File: config.mk
export PLATFORM = sky130hd
export DESIGN_NAME = up_frame_sched
export DESIGN_NICKNAME = d
export VERILOG_FILES = /design/src/rtl/up_pkg.sv /design/src/rtl/up_req_arb.sv /design/src/rtl/up_frame_sched.sv
export SDC_FILE = /design/constraint.sdc
export NUM_CORES = 1
export LEC_CHECK = 0
export CAP_MARGIN = 5
export CORE_MARGIN = 5
export CORE_UTILIZATION = 55
export CTS_CLUSTER_DIAMETER = 40
export DETAILED_ROUTE_END_ITERATION = 10
export DONT_BUFFER_PORTS = 1
export PLACE_DENSITY = 0.68
export REMOVE_ABC_BUFFERS = 1
export SLEW_MARGIN = 0
export SYNTH_ARGS = -nofsm -noshare
export SYNTH_HDL_FRONTEND = slang
export SYNTH_HIERARCHICAL = 1
export SYNTH_SLANG_ARGS = --single-unit
File: constraint.sdc
create_clock -name clk -period 2.5 [get_ports clk]
set_clock_uncertainty 0.2 [all_clocks]
set_input_delay 0.5 -clock clk [delete_from_list [all_inputs] [get_ports clk]]
set_output_delay 0.5 -clock clk [all_outputs]
set_load 0.005 [all_outputs]
File: src/rtl/up_pkg.sv
// rtl/up_pkg.sv - shared types and defaults for the upload frame scheduler (UP_CHKSUM_EN adds ST_SUM)
package up_pkg;

  localparam int TYPE_W = 2;
  localparam int IDX_W  = 6;

  localparam logic [TYPE_W-1:0] TYPE_FAULT = 2'd0;
  localparam logic [TYPE_W-1:0] TYPE_VOLT  = 2'd1;
  localparam logic [TYPE_W-1:0] TYPE_STATE = 2'd2;
  localparam logic [TYPE_W-1:0] TYPE_FRE   = 2'd3;

  localparam logic [7:0] HEAD_BYTE_DEF = 8'hEB;

  localparam int FAULT_LEN_DEF = 8;
  localparam int VOLT_LEN_DEF  = 16;
  localparam int STATE_LEN_DEF = 12;
  localparam int FRE_LEN_DEF   = 4;

  typedef enum logic [2:0] {
    ST_IDLE,
    ST_HEAD,
    ST_TYPE,
    ST_LEN,
    ST_FETCH,
    ST_PAY,
`ifdef UP_CHKSUM_EN
    ST_SUM,
`endif
    ST_WAIT
  } up_state_e;

  // Payload RAM address: type code in the top bits, byte index below.
  function automatic logic [7:0] mk_addr(input logic [TYPE_W-1:0] t, input logic [IDX_W-1:0] idx);
    return {t, idx};
  endfunction

endpackage

File: src/rtl/up_req_arb.sv
// rtl/up_req_arb.sv - pending/overrun flags and fixed-priority winner select for upload requests
module up_req_arb
  import up_pkg::*;
(
  input  logic              clk,
  input  logic              rst_n,
  input  logic [3:0]        req,
  input  logic              grant,
  input  logic              ovf_clr,
  output logic              pend_any,
  output logic [TYPE_W-1:0] win_type,
  output logic [3:0]        ovf
);

  logic [3:0] pend;
  logic [3:0] clr_mask;
  logic [3:0] ovr;

  // Grant clears only the winner; a request already waiting (and not being consumed) is an overrun.
  always_comb begin
    clr_mask = '0;
    if (grant) clr_mask[win_type] = 1'b1;
    ovr = req & pend & ~clr_mask;
  end

  // Pending set wins over grant clear; a fresh overrun wins over ovf_clr.
  always_ff @(posedge clk or negedge rst_n) begin
    if (!rst_n) begin
      pend <= '0;
      ovf  <= '0;
    end else begin
      pend <= (pend & ~clr_mask) | req;
      ovf  <= ovf_clr ? ovr : (ovf | ovr);
    end
  end

  // Fixed priority: fault > volt > state > fre.
  always_comb begin
    win_type = TYPE_FRE;
    if (pend[0])      win_type = TYPE_FAULT;
    else if (pend[1]) win_type = TYPE_VOLT;
    else if (pend[2]) win_type = TYPE_STATE;
  end

  assign pend_any = |pend;

endmodule

File: src/rtl/up_frame_sched.sv
// rtl/up_frame_sched.sv - upload frame scheduler onto one UART TX (UP_CHKSUM_EN appends the checksum byte)
module up_frame_sched
  import up_pkg::*;
#(
  parameter logic [7:0] HEAD_BYTE = HEAD_BYTE_DEF,
  parameter int         FAULT_LEN = FAULT_LEN_DEF,
  parameter int         VOLT_LEN  = VOLT_LEN_DEF,
  parameter int         STATE_LEN = STATE_LEN_DEF,
  parameter int         FRE_LEN   = FRE_LEN_DEF
)(
  input  logic       clk,
  input  logic       rst_n,
  input  logic       fault_en,
  input  logic       volt_en,
  input  logic       state_en,
  input  logic       fre_en,
  input  logic       tx_busy,
  output logic       tx_start,
  output logic [7:0] tx_data,
  output logic       rd_en,
  output logic [7:0] rd_addr,
  input  logic [7:0] rd_data,
  input  logic       ovf_clr,
  output logic [3:0] ovf,
  output logic       sched_busy
);

  up_state_e         state, state_n, ret_state, ret_n;
  logic              grant, send, pend_any, last, wait_ign, pay_valid;
  logic [7:0]        send_byte, pay_byte, pay_data;
  logic [TYPE_W-1:0] win_type, cur_type;
  logic [IDX_W-1:0]  win_len, cur_len, byte_idx;
`ifdef UP_CHKSUM_EN
  logic [7:0]        sum;
`endif

  up_req_arb u_arb (
    .clk      (clk),
    .rst_n    (rst_n),
    .req      ({fre_en, state_en, volt_en, fault_en}),
    .grant    (grant),
    .ovf_clr  (ovf_clr),
    .pend_any (pend_any),
    .win_type (win_type),
    .ovf      (ovf)
  );

  // Payload length of the current arbitration winner.
  always_comb begin
    case (win_type)
      TYPE_FAULT: win_len = IDX_W'(FAULT_LEN);
      TYPE_VOLT:  win_len = IDX_W'(VOLT_LEN);
      TYPE_STATE: win_len = IDX_W'(STATE_LEN);
      default:    win_len = IDX_W'(FRE_LEN);
    endcase
  end

  assign pay_data   = pay_valid ? pay_byte : rd_data;
  assign last       = (byte_idx == cur_len - IDX_W'(1));
  assign rd_en      = (state == ST_FETCH);
  assign rd_addr    = mk_addr(cur_type, byte_idx);
  assign sched_busy = (state != ST_IDLE);

  // Next state and send decision; every send parks in WAIT with the state to resume in ret_n.
  always_comb begin
    state_n   = state;
    ret_n     = ret_state;
    grant     = 1'b0;
    send      = 1'b0;
    send_byte = '0;
    case (state)
      ST_IDLE: if (pend_any) begin
        grant   = 1'b1;
        state_n = ST_HEAD;
      end
      ST_HEAD: if (!tx_busy) begin
        send = 1'b1; send_byte = HEAD_BYTE; ret_n = ST_TYPE; state_n = ST_WAIT;
      end
      ST_TYPE: if (!tx_busy) begin
        send = 1'b1; send_byte = {6'd0, cur_type}; ret_n = ST_LEN; state_n = ST_WAIT;
      end
      ST_LEN: if (!tx_busy) begin
        send = 1'b1; send_byte = {2'd0, cur_len}; ret_n = ST_FETCH; state_n = ST_WAIT;
      end
      ST_FETCH: state_n = ST_PAY;
      ST_PAY: if (!tx_busy) begin
        send = 1'b1; send_byte = pay_data; state_n = ST_WAIT;
`ifdef UP_CHKSUM_EN
        ret_n = last ? ST_SUM : ST_FETCH;
`else
        ret_n = last ? ST_IDLE : ST_FETCH;
`endif
      end
`ifdef UP_CHKSUM_EN
      ST_SUM: if (!tx_busy) begin
        send = 1'b1; send_byte = sum; ret_n = ST_IDLE; state_n = ST_WAIT;
      end
`endif
      ST_WAIT: if (!wait_ign && !tx_busy) state_n = ret_state;
      default: state_n = ST_IDLE;
    endcase
  end

  // State register and resume target.
  always_ff @(posedge clk or negedge rst_n) begin
    if (!rst_n) begin
      state     <= ST_IDLE;
      ret_state <= ST_IDLE;
    end else begin
      state     <= state_n;
      ret_state <= ret_n;
    end
  end

  // Frame datapath: latched request, byte index, payload capture, UART handoff.
  always_ff @(posedge clk or negedge rst_n) begin
    if (!rst_n) begin
      tx_start  <= 1'b0;
      tx_data   <= '0;
      wait_ign  <= 1'b0;
      cur_type  <= '0;
      cur_len   <= '0;
      byte_idx  <= '0;
      pay_valid <= 1'b0;
      pay_byte  <= '0;
    end else begin
      tx_start  <= send;
      wait_ign  <= send;
      pay_valid <= (state == ST_PAY);
      if (send) tx_data <= send_byte;
      if (grant) begin
        cur_type <= win_type;
        cur_len  <= win_len;
      end
      if (state == ST_IDLE)               byte_idx <= '0;
      else if (send && state == ST_PAY)   byte_idx <= byte_idx + IDX_W'(1);
      if (state == ST_PAY && !pay_valid)  pay_byte <= rd_data;
    end
  end

`ifdef UP_CHKSUM_EN
  // Checksum starts at type + len and accumulates each payload byte as it is sent.
  always_ff @(posedge clk or negedge rst_n) begin
    if (!rst_n)                         sum <= '0;
    else if (grant)                     sum <= {6'd0, win_type} + {2'd0, win_len};
    else if (send && state == ST_PAY)   sum <= sum + pay_data;
  end
`endif

endmodule

==> results of run 1 <==
-- worst register-to-register path, delay by kind of cell (launching register included) --
family | cells | cell delay (ns)
AND/OR/NAND/NOR | 4 | 0.86
flip-flops | 1 | 0.44
AO/OA/AOI/OAI | 1 | 0.28
buffers and inverters | 1 | 0.16
-- stage by stage --
| step | hold WS [ns] | utilization [%] | instances |
|---|---|---|---|
| 2_1_floorplan | 0.00441 | - | 192 |
| 3_3_place_gp | 0.00569 | 58.0 | 244 |
| 3_5_place_dp | 0.00582 | 58.0 | 244 |
| 4_1_cts | 0.0909 | 62.0 | 254 |
| 5_1_grt | 0.0865 | 62.0 | 254 |
| 6_report | 0.101 | 62.0 | 254 |
-- worst max-delay path by stage --
stage          slack [ns]     startpoint           end  cells past startpoint
6_report             0.46  u_arb/pend[0]  u_arb/ovf[3]                      6
5_1_grt              0.29  u_arb/pend[0]  u_arb/ovf[3]                      6
4_1_cts              0.45  u_arb/pend[0]  u_arb/ovf[3]                      6
3_5_place_dp         0.46  u_arb/pend[0]  u_arb/ovf[3]                      6
3_3_place_gp         0.53  u_arb/pend[0]  u_arb/ovf[3]                      6
2_1_floorplan        0.24       state[0]  u_arb/ovf[3]                      5
-- flip-flops by register name (all words and copies together) (netlist names), 2 cells and up --
register / flops
state: 3
u_arb/pend: 4
cur_type: 2
cur_len: 3
tx_data: 8
pay_byte: 8
ret_state: 3
u_arb/ovf: 4
byte_idx: 6
-- routing by layer --
metal / track usage [%] / vias up / wire length, um / share of wire, %
li1: - / 715 / - / -
met1: 21.3 / 730 / 1700 / 41
met2: 29.9 / 37 / 2250 / 54
met3: 5.26 / 0 / 216 / 5.2
met4: 3.97 / 0 / 0 / 0
met5: 0 / - / 0 / 0
-- layout make-up --
cell class	instances	area share, %
Timing Repair Buffer	6	2.67
Clock inverter	2	1.55
Inverter	14	2.33
Tap cell	48	2.67
Multi-Input combinational cell	135	39.4
Sequential cell	43	47.8
Clock buffer	6	3.66
-- where the power goes --
group / internal, mW / switching, mW / leakage (nW)
Sequential: 0.947 / 0.235 / 0.510
Combinational: 0.382 / 0.498 / 0.416
Clock: 0.323 / 0.227 / 0.0612
Total: 1.65 / 0.960 / 0.988
-- kinds of logic (layout without fill, tap and decap cells) --
group / Yosys count / after routing / synth area share, %
compound gates: 51 / 51 / 16.6
mux: 13 / 13 / 6.83
xor+xnor: 8 / 8 / 4.08
flops: 43 / 43 / 52.4
fa+ha+maj: 2 / 2 / 1.22
buf+inv: 21 / 28 / 4.39
simple gates: 61 / 61 / 14.5
-- cells in the final DEF (no fill, tap or decap), types with 4 or more instances in the layout --
master,netlist,layout
xor2_1,6,6
dfrtp_1,43,43
o21ai_1,6,6
nor2_1,21,21
clkbuf_8,0,6
nand2_1,16,16
mux2i_1,5,5
a21oi_1,14,14
buf_4,2,4
inv_1,12,12
nand2b_1,4,4
mux2_1,8,8
nor3_1,4,4
==> flow_metrics.env, run 1 <==
export IMPL_status="finished clean"
export IMPL_r2r_cells=6
export IMPL_synthCells=199
export IMPL_io_pins=39
export IMPL_hold_class="in -> reg"
export IMPL_initial_core_util_pct=56.5
export IMPL_r2r_start="u_arb/pend[0]"
export IMPL_vias=1482
export IMPL_antenna_found_initial=0
export IMPL_cts_reportedPaths_clkPinSlew_ns=0.08
export IMPL_path_max_fanout=7
export IMPL_nNetsFinal=223
export IMPL_max_freq_mhz=490
export IMPL_slew_viol_final=0
export IMPL_critPathCaptureType="flop"
export IMPL_detail_route_antenna_nets=0
export IMPL_setup_viol=0
export IMPL_r2r_end="u_arb/ovf[3]"
export IMPL_grt_pass1_wl_um=6890
export IMPL_die_area_um2=5060
export IMPL_n_antenna_cell=0
export IMPL_placed_cell_area_um2=2110
export IMPL_synth_edf_count=0
export IMPL_viasPerCell=5.83
export IMPL_synthesis_area_um2=2050
export IMPL_drv_cap=0
export IMPL_drtIter0Drc=85
export IMPL_path_cells="nor2_1, nand2_1, nand2_1, inv_1, or4b_1, a32o_2"
export IMPL_cts_resized=0
export IMPL_hold_violations=0
export IMPL_root_buffer="clkbuf_8"
export IMPL_start_kind="flop"
export IMPL_grt_overflow=0
export IMPL_maxSlewHeadroom_pct=63.3
export IMPL_worstPathRequired_ns=2.48
export IMPL_place_gp_congestion=0.909
export IMPL_layout_min_cycle_time_ns=2.04
export IMPL_ys_types=47
export IMPL_rows=22
export IMPL_cts_hold_buffers=2
export IMPL_slowest_stage="or4b_1"
export IMPL_wl_per_cell_um=16.4
export IMPL_syn_to_final_growth_pct=9.75
export IMPL_route_detailed_drc=0
export IMPL_whs_endpoint="u_arb/pend[1]"
export IMPL_clkSinkCount=43
export IMPL_htreeDepth=2
export IMPL_rsz0062_at_grt="false"
export IMPL_fin_area_um2=2250
export IMPL_critical_path_top_delay_family="simple AND/OR/NAND/NOR gates"
export IMPL_ys_warn_count=6
export IMPL_grt_pass1_vias=1457
export IMPL_cts_tree="built"
export IMPL_r2r_slack_ns=0.46
export IMPL_critPathArrivalTime_ns=2.02
export IMPL_yosysTopAreaCellShare_pct=52.4
export IMPL_seqCellArea_um2=1080
export IMPL_crit_path_max_incr_delay_ns=0.48
export IMPL_grt_max_degree=44
export IMPL_port_buffers=0
export IMPL_tns_ns=0
export IMPL_avgSynthCellArea_um2=10.3
export IMPL_leakage_nw=0.988
export IMPL_ys_seq_area_share_pct=52.4
export IMPL_synth_most_common_cell="dfrtp_1"
export IMPL_layout_drive_gt1_share_pct=9.71
export IMPL_tightest_slew_ns=0.550
export IMPL_first_pass_iters=4
export IMPL_fill_cells=309
export IMPL_drt_total_wl_um=4160
export IMPL_grt_total_usage_pct=17.3
export IMPL_hp_start="volt_en"
export IMPL_multi_input_area_um2=887
export IMPL_core_area_um2=3630
export IMPL_ys_top_cells_by_area="dfrtp_1, mux2_1, nor2_1, a21oi_1, nand2_1"
export IMPL_clk_latency_ns=0.29
export IMPL_dieHeight_um=71.1
export IMPL_yosys_most_used_dff="dfrtp_1"
export IMPL_cp_num_buf_inv=1
export IMPL_period_share_pct=81.7
export IMPL_ys_seq_elements=43
export IMPL_cp_common_cell="nand2_1"
export IMPL_path_class="reg -> reg"
export IMPL_numCtsBuffers=5
export IMPL_async_flop_share_pct=100
export IMPL_pre_cts_ws_ns=0.460
export IMPL_clk_path_buf_depth=2
export IMPL_peakVddDrop_v=0.000522
export IMPL_power_density_nw_per_um2=1160
export IMPL_fin_ws_ns=0.458
export IMPL_fp_dieW_um=71.1
export IMPL_synth_common_cells="dfrtp_1, nor2_1, nand2_1"
export IMPL_dpl_hpwl_um=3150
export IMPL_p_total_mw=2.61
export IMPL_cts_setup_buffers=0
export IMPL_yosysTopAreaCell="dfrtp_1"
export IMPL_hold_depth=1
No activity file was read; power rests on OpenSTA's default activity.
==> inputs of run 2 (changes only) <==
clock period = 2.1 ns   (was 2.5 ns; I/O delays follow)
==> run 2 against run 1 <==
Sequential power is 19% higher. First-iteration DRC count is 61% higher. Via count is 3.0% higher. Non-clock buffer count is 3 higher. Critical endpoint unchanged. Largest power group unchanged.
==> flow_metrics.env, run 2 (synthesis results as in run 1) <==
export IMPL_setup_viol=0
export IMPL_hold_class="in -> reg"
export IMPL_wl_per_cell_um=16.7
export IMPL_path_max_fanout=7
export IMPL_layout_commonest_cell="dfrtp_1"
export IMPL_layout_drive_gt1_share_pct=11.0
export IMPL_port_buffers=0
export IMPL_slew_viol_final=0
export IMPL_critPathCaptureType="flop"
export IMPL_peakVddDrop_v=0.000692
export IMPL_clk_latency_ns=0.29
export IMPL_final_cell_mix="dfrtp_1, nor2_1, nand2_1"
export IMPL_maxSlewHeadroom_pct=71.6
export IMPL_grt_pass1_wl_um=7310
export IMPL_place_gp_congestion=0.858
export IMPL_viasPerCell=5.94
export IMPL_rsz0062_at_grt="false"
export IMPL_grt_pass1_vias=1576
export IMPL_antenna_found_initial=0
export IMPL_period_share_pct=90.7
export IMPL_drv_cap=0
export IMPL_n_antenna_cell=0
export IMPL_core_area_um2=3630
export IMPL_grt_max_degree=44
export IMPL_first_pass_iters=4
export IMPL_numCtsBuffers=5
export IMPL_htreeDepth=2
export IMPL_cts_setup_buffers=0
export IMPL_die_area_um2=5060
export IMPL_initial_core_util_pct=56.5
export IMPL_root_buffer="clkbuf_8"
export IMPL_fp_dieW_um=71.1
export IMPL_cts_resized=0
export IMPL_p_total_mw=3.15
export IMPL_detail_route_antenna_nets=0
export IMPL_leakage_nw=1.00
export IMPL_max_freq_mhz=525
export IMPL_critPathArrivalTime_ns=1.89
export IMPL_hold_violations=0
export IMPL_tightest_slew_ns=0.415
export IMPL_power_density_nw_per_um2=1380
export IMPL_cts_reportedPaths_clkPinSlew_ns=0.08
export IMPL_cts_tree="built"
export IMPL_tns_ns=0
export IMPL_drt_total_wl_um=4290
export IMPL_io_pins=39
export IMPL_dpl_hpwl_um=3100
export IMPL_syn_to_final_growth_pct=10.8
export IMPL_route_detailed_drc=0
export IMPL_drtIter0Drc=137
export IMPL_reg_top3="pay_byte x8, tx_data x8, byte_idx x6"
export IMPL_clkSinkCount=43
export IMPL_layout_min_cycle_time_ns=1.90
export IMPL_nNetsFinal=226
export IMPL_clk_path_buf_depth=2
export IMPL_start_kind="flop"
export IMPL_fill_cells=324
export IMPL_grt_total_usage_pct=18.3
export IMPL_rows=22
export IMPL_dieHeight_um=71.1
export IMPL_grt_overflow=0
export IMPL_path_class="reg -> reg"
export IMPL_vias=1526
export IMPL_status="finished clean"
export IMPL_worstPathRequired_ns=2.09
export IMPL_cts_hold_buffers=2
-- run 2: path summary, 6_finish.rpt --
check,from,to,slack [ns],depth (start not counted)
worst min register to register,pay_byte[5],pay_byte[5],0.29,1
worst min-delay path,volt_en,u_arb/pend[1],0.02,1
worst max-delay path,u_arb/pend[0],u_arb/ovf[3],0.20,6
worst max register to register,u_arb/pend[0],u_arb/ovf[3],0.20,6
max in group asynchronous,rst_n,pay_byte[1],1.06,2
min in group asynchronous,rst_n,tx_data[4],0.42,2
-- run 2: cell type report --
cell class	instances	area (um^2)	share of cell area [%]
clock buffer	6	82.6	3.63
multi-input combinational	135	887	39.0
sequential	43	1080	47.3
inverter	14	52.6	2.31
timing repair buffer	9	82.6	3.63
tap	48	60.1	2.64
clock inverter	2	35.0	1.54
-- run 2: through the flow --
stage	area, um^2	utilization (%)	instances	setup WS (ns)	hold slack (ns)
after floorplan	2020	-	192	-0.162	-0.0756
after global placement	2130	58.6	247	0.276	-0.0743
after detailed placement	2130	58.6	247	0.209	-0.0742
after CTS	2280	62.6	257	0.195	0.00542
after global routing	2280	62.6	257	0.106	0.00465
final	2280	62.6	257	0.196	0.0166
-- run 2: critical path, stage by stage, from the launching register on --
cell     delay, ns
dfrtp_1       0.45
nor2_1        0.10
nand2_1       0.14
nand2_1       0.09
inv_1         0.08
or4b_1        0.47
a32o_2        0.28
-- run 2: per-layer routing --
layer  wire (um)  up-vias  GRT usage, %
met5           0        -             0
met1        1740      765          21.4
li1            -      720             -
met4          55        0          7.72
met3         208        6          5.26
met2        2290       35          31.2
-- run 2: report_power, final --
| part | leakage (nW) | internal [mW] | switching (mW) | total (mW) |
|---|---|---|---|---|
| registers | 0.510 | 1.13 | 0.269 | 1.40 |
| clock network | 0.0612 | 0.385 | 0.272 | 0.657 |
| logic | 0.431 | 0.484 | 0.612 | 1.10 |
| total | 1.00 | 2.00 | 1.15 | 3.15 |
